`config.mk`:
```
export PLATFORM = sky130hd
export DESIGN_NAME = jk_pattern_driver
export DESIGN_NICKNAME = d
export VERILOG_FILES = /design/src/rtl/jk_pattern_driver.sv
export SDC_FILE = /design/constraint.sdc
export NUM_CORES = 1
export LEC_CHECK = 0
export BUFFER_PORTS_ARGS = -buffer_cell sky130_fd_sc_hd__buf_2
export CORE_MARGIN = 2
export CORE_UTILIZATION = 56
export DETAILED_ROUTE_END_ITERATION = 10
export GPL_ROUTABILITY_DRIVEN = 1
export PLACE_DENSITY = 0.87
export SETUP_SLACK_MARGIN = 0.05
export SLEW_MARGIN = 10
export SYNTH_ARGS = -nofsm -noshare
export SYNTH_HDL_FRONTEND = slang
export SYNTH_SLANG_ARGS = --single-unit
```
`constraint.sdc`:
```
create_clock -name clk -period 4.6 [get_ports clk]
set_clock_uncertainty 0.15 [all_clocks]
set_input_delay 0.92 -clock clk [delete_from_list [all_inputs] [get_ports clk]]
set_output_delay 0.92 -clock clk [all_outputs]
set_load 0.02 [all_outputs]
```
`src/rtl/jk_pattern_driver.sv`:
```
// jk_pattern_driver: drives j/k of an external JK flop so its q follows a loaded pattern, checking q one cycle behind.
module jk_pattern_driver #(
  parameter int LEN = 8,
  parameter bit DC_VAL = 1'b0,
  parameter bit MSB_FIRST = 1'b0
) (
  input  logic                    clk,
  input  logic                    rst,
  input  logic                    start,
  input  logic                    abort,
  input  logic [LEN-1:0]          pattern,
  input  logic                    q_fb,
  output logic                    j,
  output logic                    k,
  output logic                    busy,
  output logic                    done,
  output logic                    err,
  output logic [$clog2(LEN)-1:0]  err_idx
);
  localparam int IW = $clog2(LEN);
  localparam logic [IW-1:0] LAST = IW'(LEN - 1);
  localparam logic [IW-1:0] ONE = IW'(1);
  typedef enum logic [1:0] {IDLE, DRIVE, CHECK, DONE} state_t;
  state_t state, state_nx;
  logic [LEN-1:0] pat_r, pat_ord;
  logic [IW-1:0] idx;
  logic t, t_prev, mis, accept;
  // pattern is stored in drive order so the target is always pat_r[idx]
  always_comb begin
    pat_ord = pattern;
    for (int i = 0; i < LEN; i++) pat_ord[i] = MSB_FIRST ? pattern[LEN-1-i] : pattern[i];
  end
  always_comb begin
    t = pat_r[idx];
    mis = q_fb != t_prev;
    accept = start && !abort;
    j = 1'b0;
    k = 1'b0;
    state_nx = state;
    if (state == DRIVE) begin
      j = q_fb ? DC_VAL : t;
      k = q_fb ? ~t : DC_VAL;
    end
    case (state)
      IDLE:    state_nx = accept ? DRIVE : IDLE;
      DRIVE:   state_nx = abort ? IDLE : (idx != '0 && mis) ? DONE : (idx == LAST) ? CHECK : DRIVE;
      CHECK:   state_nx = abort ? IDLE : DONE;
      default: state_nx = IDLE;
    endcase
  end
  assign busy = state == DRIVE || state == CHECK;
  assign done = state == DONE;
  always_ff @(posedge clk or negedge rst) begin
    if (!rst) begin
      state   <= IDLE;
      pat_r   <= '0;
      idx     <= '0;
      t_prev  <= 1'b0;
      err     <= 1'b0;
      err_idx <= '0;
    end else begin
      state <= state_nx;
      if (state == IDLE && accept) begin
        pat_r   <= pat_ord;
        idx     <= '0;
        err     <= 1'b0;
        err_idx <= '0;
      end
      // t_prev holds the target whose effect on q is visible this cycle
      if (state == DRIVE && !abort) begin
        t_prev <= t;
        if (idx != '0 && mis) begin
          err     <= 1'b1;
          err_idx <= idx - ONE;
        end else if (idx != LAST) idx <= idx + ONE;
      end
      if (state == CHECK && !abort && mis) begin
        err     <= 1'b1;
        err_idx <= LAST;
      end
    end
  end
endmodule

```
# After elaboration in Yosys (flattened, before gate mapping)
# Index checks and enable logic that the tools add are counted.
[op_classes]
n_addsub = 2
multipliers = 0
div = 0
magnitude_cmp = 1
eq_ne = 6
n_shift = 0
n_mux = 24
n_bitwise = 1
n_reduce_logical = 10
[ops]
columns = ["cell", "n"]
rows = [
  ["$mux W3", 8],
  ["$mux W1", 10],
  ["$mux W2", 4],
  ["$logic_and A1 B1 Y1", 6],
  ["$pmux W2 S3", 1],
  ["$eq A2 B2 Y1 const B", 2],
  ["$lt A3 B4 Y1 const B", 1],
  ["$add A3 B1 Y3 const B", 1],
  ["$bmux W1 S3", 1],
  ["$eq A3 B3 Y1 const B", 1],
  ["$ne A3 B3 Y1 const B", 1],
  ["$reduce_bool A3 Y1", 1],
  ["$sub A3 B1 Y3 const B", 1],
  ["$eq A2 B1 Y1 const B", 1],
  ["$logic_not A2 Y1", 1],
  ["$logic_not A1 Y1", 1],
  ["$logic_or A1 B1 Y1", 1],
  ["$ne A1 B1 Y1", 1],
  ["$not A1 Y1", 1],
]
[word_totals]
regBits = 18
latchBits = 0
mem_bits_rw = 0
romBits = 0
in_bits = 13
out_inout_bits = 8
word_cells = 50
memories = 0

# Logic depth before layout (Yosys ltp)
# Gate-level depths: netlist of run 1.
[logic_depth]
word_depth = 7
mapped_depth = 7
ltp_nobuf = 6

# Worst setup path after synthesis of run 1
# No wires, ideal clock.
[synth_timing]
kind = "reg2out"
from = "register idx[0]"
to = "output port k"
arrival_time_ns = 1.468
t_required_ns = 3.530
setup_slack_ns = 2.062
stages_incl_launch_ff = 6
n_path_buf = 1
cell_sequence = "dfrtp_1 > buf_6 > mux2_4 > or3_1 > nand4_2 > and3_1"
[synth_via]
elab_chain_cells = 5
[synth_lines]
columns = ["element", "line_no", "rtl"]
rows = [
  ["start, declared", "26", "logic [IW-1:0] idx;"],
  ["start signal, assigned", "75", "end else if (idx != LAST) idx <= idx + ONE;"],
  ["$bmux W1 S3", "34", "t = pat_r[idx];"],
  ["$mux W1 (implied by the code)", "34", ""],
  ["$not A1 Y1", "42", "k = q_fb ? ~t : DC_VAL;"],
  ["$mux W1", "42", ""],
  ["$mux W1", "40", "if (state == DRIVE) begin"],
  ["end, declared", "14", "output logic k,"],
]
# No other way between the ends. The select of a mux whose other input is x is not followed.

# Final worst setup path of run 1
# Same ends and word-level chain as after synthesis.

==> summary.md, run 1 <==
| Metric | Value |
|---|---|
| Number of flops mapped to enable cells by yosys | `0` |
| Skew-Pair Late Insertion Delay | `0.29 ns` |
| Wire per inst | `12.57 um` |
| Hold WC Path Type | `reg -> reg` |
| Setup Fix Bufs, Post-CTS | `0` |
| Status | `finished clean` |
| Maximum VDD drop | `358.5 uV` |
| Sequential area share after synthesis | `46.88%` |
| WHS | `0.3481 ns` |
| WS Path Type | `reg -> out` |
| Met1 usage | `19.53%` |
| Largest net degree at the start of global routing | `19` |
| Hold-fix buffer count after cts | `0` |
| Seq pwr share | `42.8%` |
| Final nets | `130` |
| R2R Path End | `err_idx[0]` |
| Core Util, Final | `69.74%` |
| GR Util met2 | `32.11%` |
| GRT Max-Usage Layer | `met2` |
| CP max stage delay | `0.55 ns` |
| Drt first pass iters | `2` |
| Die footprint | `2063 sq um` |
| All-Layer GR Usage | `17.81%` |
| Max_slew headroom | `57.50%` |
| Die span in x | `45.43 um` |
| Count leader, synth | `dfrtp_1` |
| Max-slew violations | `0` |
| Lkg Pwr | `0.5727 nW` |
| Critical path required time | `3.53 ns` |
| CP Capture Type | `primary output` |
| Yosys top cell by area | `dfrtp_1` |
| Global-route wire length before repair | `2601 um` |
| Multi-input logic area | `467.9 sq um` |
| H-tree depth | `1` |
| Logic pwr share | `45.8%` |
| FP Rows | `14` |
| Flops & latches, synth | `18` |
| Final ANT Viol Nets | `0` |
| Routability cong. | `0.7774` |
| Reg-to-reg startpoint | `idx[0]` |
| Clock Tree Buf Depth | `2` |
| Fin crit period | `2.968 ns` |
| Async set or reset register ratio after synthesis | `100.0%` |
| Drt initial violations | `2` |
| Clock Power Share | `11.4%` |
| MaxCap Viol Count | `0` |
| Worst Setup Start Kind | `flip-flop` |
| Post-CTS Resized | `0` |
| CTS clk-pin slew, worst paths | `0.09 ns` |
| P_int | `0.4008 mW` |
| Crit path cell chain | `mux2_4 > or3_1 > nand4_2 > and3_1 > buf_2` |
| Mapped Cells | `86` |
| TritonCTS Buffers | `3` |
| Final Hold Fails | `0` |
| R2R Setup Slk | `2.74 ns` |
| Commonest cells in the netlist | `dfrtp_1 (18), ha_1 (8), mux2_2 (8), nand2_1 (8), nand3_1 (8)` |
| Share of layout cells above drive strength 1 | `30.84%` |
| Die Y | `45.43 um` |
| Met3 Use GR | `3.571%` |
| Finish-stage setup viols | `0` |
| Initial antenna violation count | `0` |
| Max Fclk | `0.3369 GHz` |
| Antenna Cells | `0` |
| Syn Area/Cell | `11.17 sq um` |
| Hold endpoint | `err` |
| Initial core utilization | `61.64%` |
| Switching Share | `38.72%` |
| DP Wirelength | `1243 um` |
| Via count | `700` |
| Routed Wire Length | `1546 um` |
| Drt via density | `5.691` |
| Port buffer count | `20` |
| Final Cycle Share | `64.52%` |
| Hold_sp | `err` |
| FILL cells | `114` |
| Sw power | `0.2533 mW` |
| DRC errors left | `0` |
| CTS tree | `done` |
| CP max stage cell | `dfrtp_1` |
| Area contributors post-synth | `dfrtp_1 (47%), ha_1 (10%), mux2_2 (9.4%), mux2i_1 (6.3%), nand3_1 (4.2%)` |
| Mapped Nets | `107` |
| Num Clock Sinks | `18` |
| Crit-path max FO | `9` |
| Register-to-Register Path Depth | `6` |
| Gr ovfl total | `0` |
| Synth unique cells | `25` |
| Top FF cell, synth | `dfrtp_1` |
| PwrDens | `601.6 nW/um^2` |
| Number of global-route vias before repair | `633` |
| Core area | `1559 sq um` |
| Setup TNS Final | `0 ns` |
| Critical Path AT | `1.90 ns` |
| Sequential Area | `450.4 sq um` |
| RSZ-0062 raised after global routing | `false` |
| Root buffer cell | `clkbuf_4` |
| Top cell type's share of synthesized area | `46.88%` |
| Synthesized area | `960.9 sq um` |
| Top Ports | `21` |
| Synth warn | `0` |
| Area Growth Syn to Fin | `13.15%` |
| Hold Path Depth | `2` |
| Worst slew pin tran | `0.6358 ns` |
[worst max-delay path by stage]
stage	start	to	slack, ns	cells past startpoint
3_3_place_gp	idx[0]	k	1.98	5
4_1_cts	idx[0]	k	1.63	5
6_report	idx[0]	k	1.63	5
3_5_place_dp	idx[0]	k	1.95	5
2_1_floorplan	idx[0]	k	2.06	5
5_1_grt	idx[0]	k	1.56	5
[cells in the final DEF (no fill, tap or decap), types with 2 or more instances in the layout]
| master | Yosys | final |
|---|---|---|
| o211ai_1 | 3 | 3 |
| ha_1 | 8 | 8 |
| mux2i_1 | 6 | 6 |
| nand2_1 | 8 | 8 |
| mux2_2 | 8 | 8 |
| buf_2 | 1 | 20 |
| nor2_1 | 2 | 2 |
| dfrtp_1 | 18 | 18 |
| clkbuf_4 | 0 | 3 |
| nand2b_1 | 2 | 2 |
| inv_1 | 7 | 7 |
| a21oi_1 | 2 | 2 |
| nand3_1 | 8 | 8 |
[critical path, delay by kind of cell (launching register included)]
| family | cells | cell delay, ns |
|---|---|---|
| muxes | 1 | 0.32 |
| DFF | 1 | 0.55 |
| and+or+nand+nor | 3 | 0.58 |
| buffers and inverters | 1 | 0.15 |
[through the flow]
step	instance area [sq um]	worst slack, ns	std cells	total power [mW]
finish	1087	1.632	123	0.6541
global placement	1065	1.977	120	0.5700
detailed placement	1065	1.953	120	0.5871
floorplan	960.9	2.062	86	0.5182
CTS	1087	1.626	123	0.6605
global route	1087	1.562	123	0.7054
[per-layer routing]
layer  part of all wire (%)  vias up
met5                      0        -
met4                    1.7        0
met3                    3.6        4
met2                     51       17
met1                     44      337
li1                       -      342
[area by class of cell]
type,instances,area share [%]
inverters,7,2.417
well taps,16,1.841
multi-input cells,59,43.04
clock buffers,3,2.071
flip-flops and latches,18,41.43
repair buffers,20,9.206
[registers in the layout, summed over array words and instances, names as in the netlist]
register  count
pat_r         8
err_idx       3
idx           3
state         2
err           1
t_prev        1
[power groups by stage]
stage          Clock (mW)  Sequential [mW]  Combinational (mW)
2_1_floorplan           0            0.277               0.241
3_3_place_gp            0            0.280               0.290
3_5_place_dp            0            0.284               0.303
4_1_cts            0.0757            0.280               0.304
5_1_grt            0.0810            0.289               0.335
6_report           0.0742            0.280               0.300
[cells by family (layout without fill, tap and decap cells)]
kind of cell / count (synthesis) / count (layout) / synth area share (%)
fa+ha+maj: 8 / 8 / 10.42
flops: 18 / 18 / 46.87
simple gates: 26 / 26 / 13.93
xor+xnor: 2 / 2 / 1.823
compound gates: 8 / 8 / 5.339
buf+inv: 9 / 30 / 4.427
mux: 15 / 15 / 17.19
Power figures use the tool's default switching activity.
==> run 2, diff against run 1 <==
--- a/config.mk
+++ b/config.mk
@@ -7,10 +7,10 @@
 export LEC_CHECK = 0
 export BUFFER_PORTS_ARGS = -buffer_cell sky130_fd_sc_hd__buf_2
 export CORE_MARGIN = 2
-export CORE_UTILIZATION = 56
+export CORE_UTILIZATION = 47
 export DETAILED_ROUTE_END_ITERATION = 10
 export GPL_ROUTABILITY_DRIVEN = 1
-export PLACE_DENSITY = 0.87
+export PLACE_DENSITY = 0.78
 export SETUP_SLACK_MARGIN = 0.05
 export SLEW_MARGIN = 10
 export SYNTH_ARGS = -nofsm -noshare
==> constraint.sdc (replaced) <==
create_clock -name clk -period 2.5 [get_ports clk]
set_clock_uncertainty 0.15 [all_clocks]
set_input_delay 0.5 -clock clk [delete_from_list [all_inputs] [get_ports clk]]
set_output_delay 0.5 -clock clk [all_outputs]
set_load 0.02 [all_outputs]
==> run 2 against run 1 <==
Core utilization decreased by 12 points. Critical endpoint unchanged. Highest routed layer unchanged. Critical path depth unchanged. First-iteration DRC count increased to 5.0 times the previous value.
==> summary.md, run 2 (synthesized netlist as in run 1, its figures left out) <==
| Metric | Value |
|---|---|
| Via count | `720 (+2.9%)` |
| Initial antenna violation count | `0 (unchanged)` |
| Max reg flops | `8 (unchanged)` |
| Skew-Pair Late Insertion Delay | `0.29 ns (about the same)` |
| Status | `finished clean` |
| Die Y | `49.22 um (+8.3%)` |
| Seq pwr share | `40.0% (-2.8 points)` |
| Setup slack after layout | `0.1369 ns (-1.495 ns)` |
| Sw power | `0.4875 mW (+93%)` |
| GRT Max-Usage Layer | `met2` |
| GR Util met2 | `28.38% (-3.7 points)` |
| Port buffer count | `20 (unchanged)` |
| Die footprint | `2422 sq um (+17%)` |
| Max Fclk | `0.4232 GHz` |
| DP Wirelength | `1358 um (+9.2%)` |
| PwrDens | `1103 nW/um^2 (+83%)` |
| Initial core utilization | `49.48% (-12 points)` |
| Final ANT Viol Nets | `0 (unchanged)` |
| Largest net degree at the start of global routing | `19 (unchanged)` |
| Gr ovfl total | `0 (unchanged)` |
| CP Capture Type | `primary output` |
| Met3 Use GR | `3.067% (-0.50 points)` |
| Routed Wire Length | `1741 um (+13%)` |
| Core Util, Final | `58.18% (-12 points)` |
| Critical path required time | `1.85 ns (-1.68 ns)` |
| Routability cong. | `0.7237 (-6.9%)` |
| FP Rows | `16 (+2)` |
| Worst slew pin tran | `0.6761 ns (+0.04035 ns)` |
| Met1 usage | `20.72% (+1.2 points)` |
| Hold WC Path Type | `in -> reg` |
| Top Ports | `21 (unchanged)` |
| WS Path Type | `reg -> out` |
| Crit-path max FO | `3 (-6)` |
| DRC errors left | `0 (unchanged)` |
| Antenna Cells | `0 (unchanged)` |
| Max-slew violations | `0 (unchanged)` |
| Finish-stage setup viols | `0 (unchanged)` |
| H-tree depth | `1 (unchanged)` |
| Drt initial violations | `10 (+8)` |
| Post-Layout Inst Area | `1130 sq um (+3.9%)` |
| Critical Path AT | `1.71 ns (-0.19 ns)` |
| Wire per inst | `12.80 um (+1.8%)` |
| Max_slew headroom | `54.80% (-2.7 points)` |
| Area Growth Syn to Fin | `17.58%` |
| Core area | `1942 sq um (+25%)` |
| Switching Share | `39.11% (+0.39 points)` |
| Setup WS pre-CTS | `0.4206 ns (-1.532 ns)` |
| Final nets | `132 (+1.5%)` |
| P_int | `0.7590 mW (+89%)` |
| Final Hold Fails | `0 (unchanged)` |
| Die span in x | `49.22 um (+8.3%)` |
| Lkg Pwr | `0.5810 nW (+1.5%)` |
| Drt first pass iters | `4 (+2)` |
| Largest regs | `pat_r x8, err_idx x3, idx x3` |
| Setup Fix Bufs, Post-CTS | `0 (unchanged)` |
| Fin crit period | `2.363 ns` |
| Area post-placement | `1086 sq um (+2.0%)` |
| RSZ-0062 raised after global routing | `false` |
| CTS tree | `done` |
| Maximum VDD drop | `577.7 uV (+61%)` |
| Clock Tree Buf Depth | `2 (unchanged)` |
| Clock Power Share | `11.4% (about the same)` |
| Final Cycle Share | `94.52%` |
| Commonest non-fill, non-tap cell in the layout | `buf_2` |
| TritonCTS Buffers | `3 (unchanged)` |
| Root buffer cell | `clkbuf_4` |
| Setup TNS Final | `0 ns (unchanged)` |
| Number of global-route vias before repair | `726 (+15%)` |
| Worst Setup Start Kind | `flip-flop` |
| Drt via density | `5.294 (-7.0%)` |
| All-Layer GR Usage | `17.06% (-0.75 points)` |
| CTS clk-pin slew, worst paths | `0.10 ns (about the same)` |
| Share of layout cells above drive strength 1 | `32.11% (+1.3 points)` |
| Logic pwr share | `48.6% (+2.8 points)` |
| Largest reg by FF count | `pat_r` |
| WHS | `0.2403 ns (-0.1078 ns)` |
| Num Clock Sinks | `18 (unchanged)` |
| Global-route wire length before repair | `3125 um (+20%)` |
| MaxCap Viol Count | `0 (unchanged)` |
| Commonest cells after routing, fill and taps aside | `buf_2 (19), dfrtp_1 (18)` |
[run 2: through the flow]
| step | instances | power, mW |
|---|---|---|
| floorplan | 86 | 0.9535 |
| global placement | 132 | 1.062 |
| detailed placement | 132 | 1.100 |
| CTS | 136 | 1.247 |
| global route | 136 | 1.358 |
| finish | 136 | 1.247 |
[run 2: routing by layer]
layer | part of all wire (%) | vias up
met5 | 0 | -
met4 | 2.3 | 0
met3 | 5.2 | 5
met2 | 50 | 28
met1 | 43 | 340
li1 | - | 347
[run 2: repair_timing]
action / CTS / global route
hold buffers: 1 / 0
setup endpoints to repair: 0 / 1
gates resized for setup: 0 / 3
hold endpoints to repair: 18 / 0
[run 2: area by class of cell]
type,instances,area [sq um]
Fill cell,188,812.0
Multi-Input combinational cell,59,473.0
Sequential cell,18,450.4
Timing Repair Buffer,22,123.9
Tap cell,27,33.78
Inverter,7,26.28
Clock buffer,3,22.52
[run 2: final timing paths]
check                         start          to  slack, ns  cells past startpoint
setup reg to reg           state[0]    pat_r[0]       0.61                      4
setup / recovery             idx[0]           k       0.14                      5
hold / removal                abort    state[1]       0.24                      2
min in group asynchronous       rst  err_idx[2]       0.50                      2
max in group asynchronous       rst      idx[1]       1.42                      2
hold reg to reg                 err         err       0.36                      2
[run 2: critical path, stage by stage (launching register included)]
cell and delay [ns]:
dfrtp_1 0.41, mux2_4 0.30, or3_1 0.32, nand4_2 0.09, and3_4 0.19, buf_6 0.11
[run 2: power by group through the flow]
stage          Sequential [mW]  Combinational (mW)  Clock, mW
3_5_place_dp             0.508               0.592          0
5_1_grt                  0.516               0.681      0.161
3_3_place_gp             0.496               0.566          0
4_1_cts                  0.500               0.598      0.149
2_1_floorplan            0.510               0.443          0
6_report                 0.499               0.605      0.143
==> run 3, diff against run 2 <==
--- a/config.mk
+++ b/config.mk
@@ -5,12 +5,12 @@
 export SDC_FILE = /design/constraint.sdc
 export NUM_CORES = 1
 export LEC_CHECK = 0
-export BUFFER_PORTS_ARGS = -buffer_cell sky130_fd_sc_hd__buf_2
 export CORE_MARGIN = 2
-export CORE_UTILIZATION = 47
+export CORE_UTILIZATION = 54
 export DETAILED_ROUTE_END_ITERATION = 10
+export DONT_BUFFER_PORTS = 1
 export GPL_ROUTABILITY_DRIVEN = 1
-export PLACE_DENSITY = 0.78
+export PLACE_DENSITY = 0.77
 export SETUP_SLACK_MARGIN = 0.05
 export SLEW_MARGIN = 10
 export SYNTH_ARGS = -nofsm -noshare
==> run 3 against run 2 <==
Sequential power is 6.4% higher. Global-route usage grew 0.46 points. Combinational power fell by 15%. Final cell count shrank 15%. Largest cell class unchanged. Register-to-register slack gained 0.02 ns. Core utilization increased by 1.7 points. Critical path depth is 1 lower. Non-clock buffer count decreased by 19. Total power shrank 4.6%. First-iteration DRC count fell by 10%. Sequential cell count unchanged. Critical endpoint unchanged. Die area fell by 12%.
==> summary.md, run 3 (synthesized netlist as in run 1, its figures left out) <==
| Metric | Value |
|---|---|
| Status | `finished clean` |
| R2R Setup Slk | `0.63 ns (+0.02 ns)` |
| Final nets | `113 (-14%)` |
| P_int | `0.7241 mW (-4.6%)` |
| Finish-stage setup viols | `0 (unchanged)` |
| Max-slew violations | `0 (unchanged)` |
| Initial antenna violation count | `0 (unchanged)` |
| Top Ports | `21 (unchanged)` |
| Max reg flops | `8 (unchanged)` |
| Reg-to-reg startpoint | `state[0]` |
| Commonest non-fill, non-tap cell in the layout | `dfrtp_1` |
| Final Hold Fails | `0 (unchanged)` |
| Max Fclk | `0.4234 GHz (about the same)` |
| Post-Layout Inst Area | `1023 sq um (-9.4%)` |
| CP Launch Point | `idx[0]` |
| Setup WS pre-CTS | `0.4564 ns (+0.03589 ns)` |
| Sw power | `0.4651 mW (-4.6%)` |
| Largest regs | `pat_r x8, err_idx x3, idx x3` |
| Drt first pass iters | `3 (-1)` |
| Commonest cells after routing, fill and taps aside | `dfrtp_1 (18), nand3_1 (8), nand2_1 (8), mux2_2 (8), ha_1 (8)` |
| Core area | `1708 sq um (-12%)` |
| Fin crit period | `2.362 ns (-0.001148 ns)` |
| Largest net degree at the start of global routing | `19 (unchanged)` |
| CTS tree | `done` |
| WS Path Type | `reg -> out` |
| Maximum VDD drop | `558.0 uV (-3.4%)` |
| Area post-placement | `991.0 sq um (-8.8%)` |
| Setup slack after layout | `0.1381 ns (+0.001148 ns)` |
| Wire per inst | `13.56 um (+5.9%)` |
| Setup TNS Final | `0 ns (unchanged)` |
| MaxCap Viol Count | `0 (unchanged)` |
| Initial core utilization | `56.26% (+6.8 points)` |
| Root buffer cell | `clkbuf_4` |
| Setup Fix Bufs, Post-CTS | `0 (unchanged)` |
| Routed Wire Length | `1559 um (-10%)` |
| DRC errors left | `0 (unchanged)` |
| Die Y | `46.19 um (-6.2%)` |
| Lkg Pwr | `0.4990 nW (-14%)` |
| Critical Path AT | `1.71 ns (about the same)` |
| Worst Setup Start Kind | `flip-flop` |
| Via count | `623 (-13%)` |
| Port buffer count | `0 (-100%)` |
| Logic pwr share | `43.3% (-5.3 points)` |
| H-tree depth | `1 (unchanged)` |
| Hold WC Path Type | `in -> reg` |
| CP Capture Point | `k` |
| Final ANT Viol Nets | `0 (unchanged)` |
| All-Layer GR Usage | `17.52% (+0.46 points)` |
| Critical path required time | `1.85 ns (about the same)` |
| RSZ-0062 raised after global routing | `false` |
| Worst slew pin tran | `0.7904 ns (+0.1143 ns)` |
| Post-CTS Resized | `0 (unchanged)` |
| Routability cong. | `0.8320 (+15%)` |
| Clock Power Share | `12.1% (+0.7 points)` |
| Number of global-route vias before repair | `601 (-17%)` |
| Global-route wire length before repair | `2518 um (-19%)` |
| Hold-fix buffer count after cts | `1 (unchanged)` |
| Crit-path max FO | `3 (unchanged)` |
| Area Growth Syn to Fin | `6.510%` |
| Die span in x | `46.19 um (-6.2%)` |
| Largest reg by FF count | `pat_r` |
| R2R Path End | `pat_r[7]` |
| Drt via density | `5.417 (+2.3%)` |
| PwrDens | `1162 nW/um^2 (+5.3%)` |
| Power, Total | `1.189 mW (-4.6%)` |
| Final Cycle Share | `94.48% (about the same)` |
| Drt initial violations | `9 (-1)` |
| Register-to-Register Path Depth | `4 (unchanged)` |
| Die footprint | `2133 sq um (-12%)` |
| TritonCTS Buffers | `3 (unchanged)` |
| CTS clk-pin slew, worst paths | `0.09 ns (about the same)` |
| Gr ovfl total | `0 (unchanged)` |
| Share of layout cells above drive strength 1 | `16.67% (-15 points)` |
| Skew-Pair Late Insertion Delay | `0.29 ns (about the same)` |
| Num Clock Sinks | `18 (unchanged)` |
| CP Capture Type | `primary output` |
| Antenna Cells | `0 (unchanged)` |
| Hold_sp | `abort` |
| Max_slew headroom | `47.14% (-7.7 points)` |
| Switching Share | `39.11% (about the same)` |
| FP Rows | `15 (-1)` |
| Seq pwr share | `44.6% (+4.6 points)` |
| Clock Tree Buf Depth | `2 (unchanged)` |
run 3: worst max-delay path, stage by stage, from the launching register on:
cell and delay [ns]:
dfrtp_1 0.40, mux2_4 0.29, or3_1 0.32, nand4_2 0.12
and3_1 0.29
run 3: worst min-delay path by stage:
stage / end / slack, ns / cells after the start
2_1_floorplan: err / 0.05 / 0
3_3_place_gp: err / 0.05 / 0
3_5_place_dp: err / 0.05 / 0
4_1_cts: state[1] / 0.12 / 1
5_1_grt: state[1] / 0.11 / 1
6_report: state[1] / 0.12 / 1
run 3: routing by layer:
metal	GRT usage (%)	wire length (um)
met5	0	0
met3	4.706	69
met2	28.89	790
met1	20.10	668
met4	10.29	30
run 3: area by class of cell:
type                            instances  area [sq um]
Clock buffer                            3         22.52
Fill cell                             151         684.4
Inverter                                7         26.28
Multi-Input combinational cell         59         467.9
Sequential cell                        18         450.4
Tap cell                               25         31.28
Timing Repair Buffer                    3         25.02
run 3: power groups by stage:
stage | combinational, mW | clock (mW) | sequential, mW
floorplan | 0.443 | 0 | 0.510
global placement | 0.494 | 0 | 0.527
detailed placement | 0.515 | 0 | 0.539
CTS | 0.523 | 0.146 | 0.532
global route | 0.582 | 0.164 | 0.549
finish | 0.515 | 0.143 | 0.531
run 3: through the flow:
step,util [%],cells,hold WS [ns]
finish,59.93,115,0.1220
global route,59.93,115,0.1104
CTS,59.93,115,0.1212
detailed placement,58.02,111,0.05478
global placement,58.02,111,0.05477
floorplan,-,86,0.05441
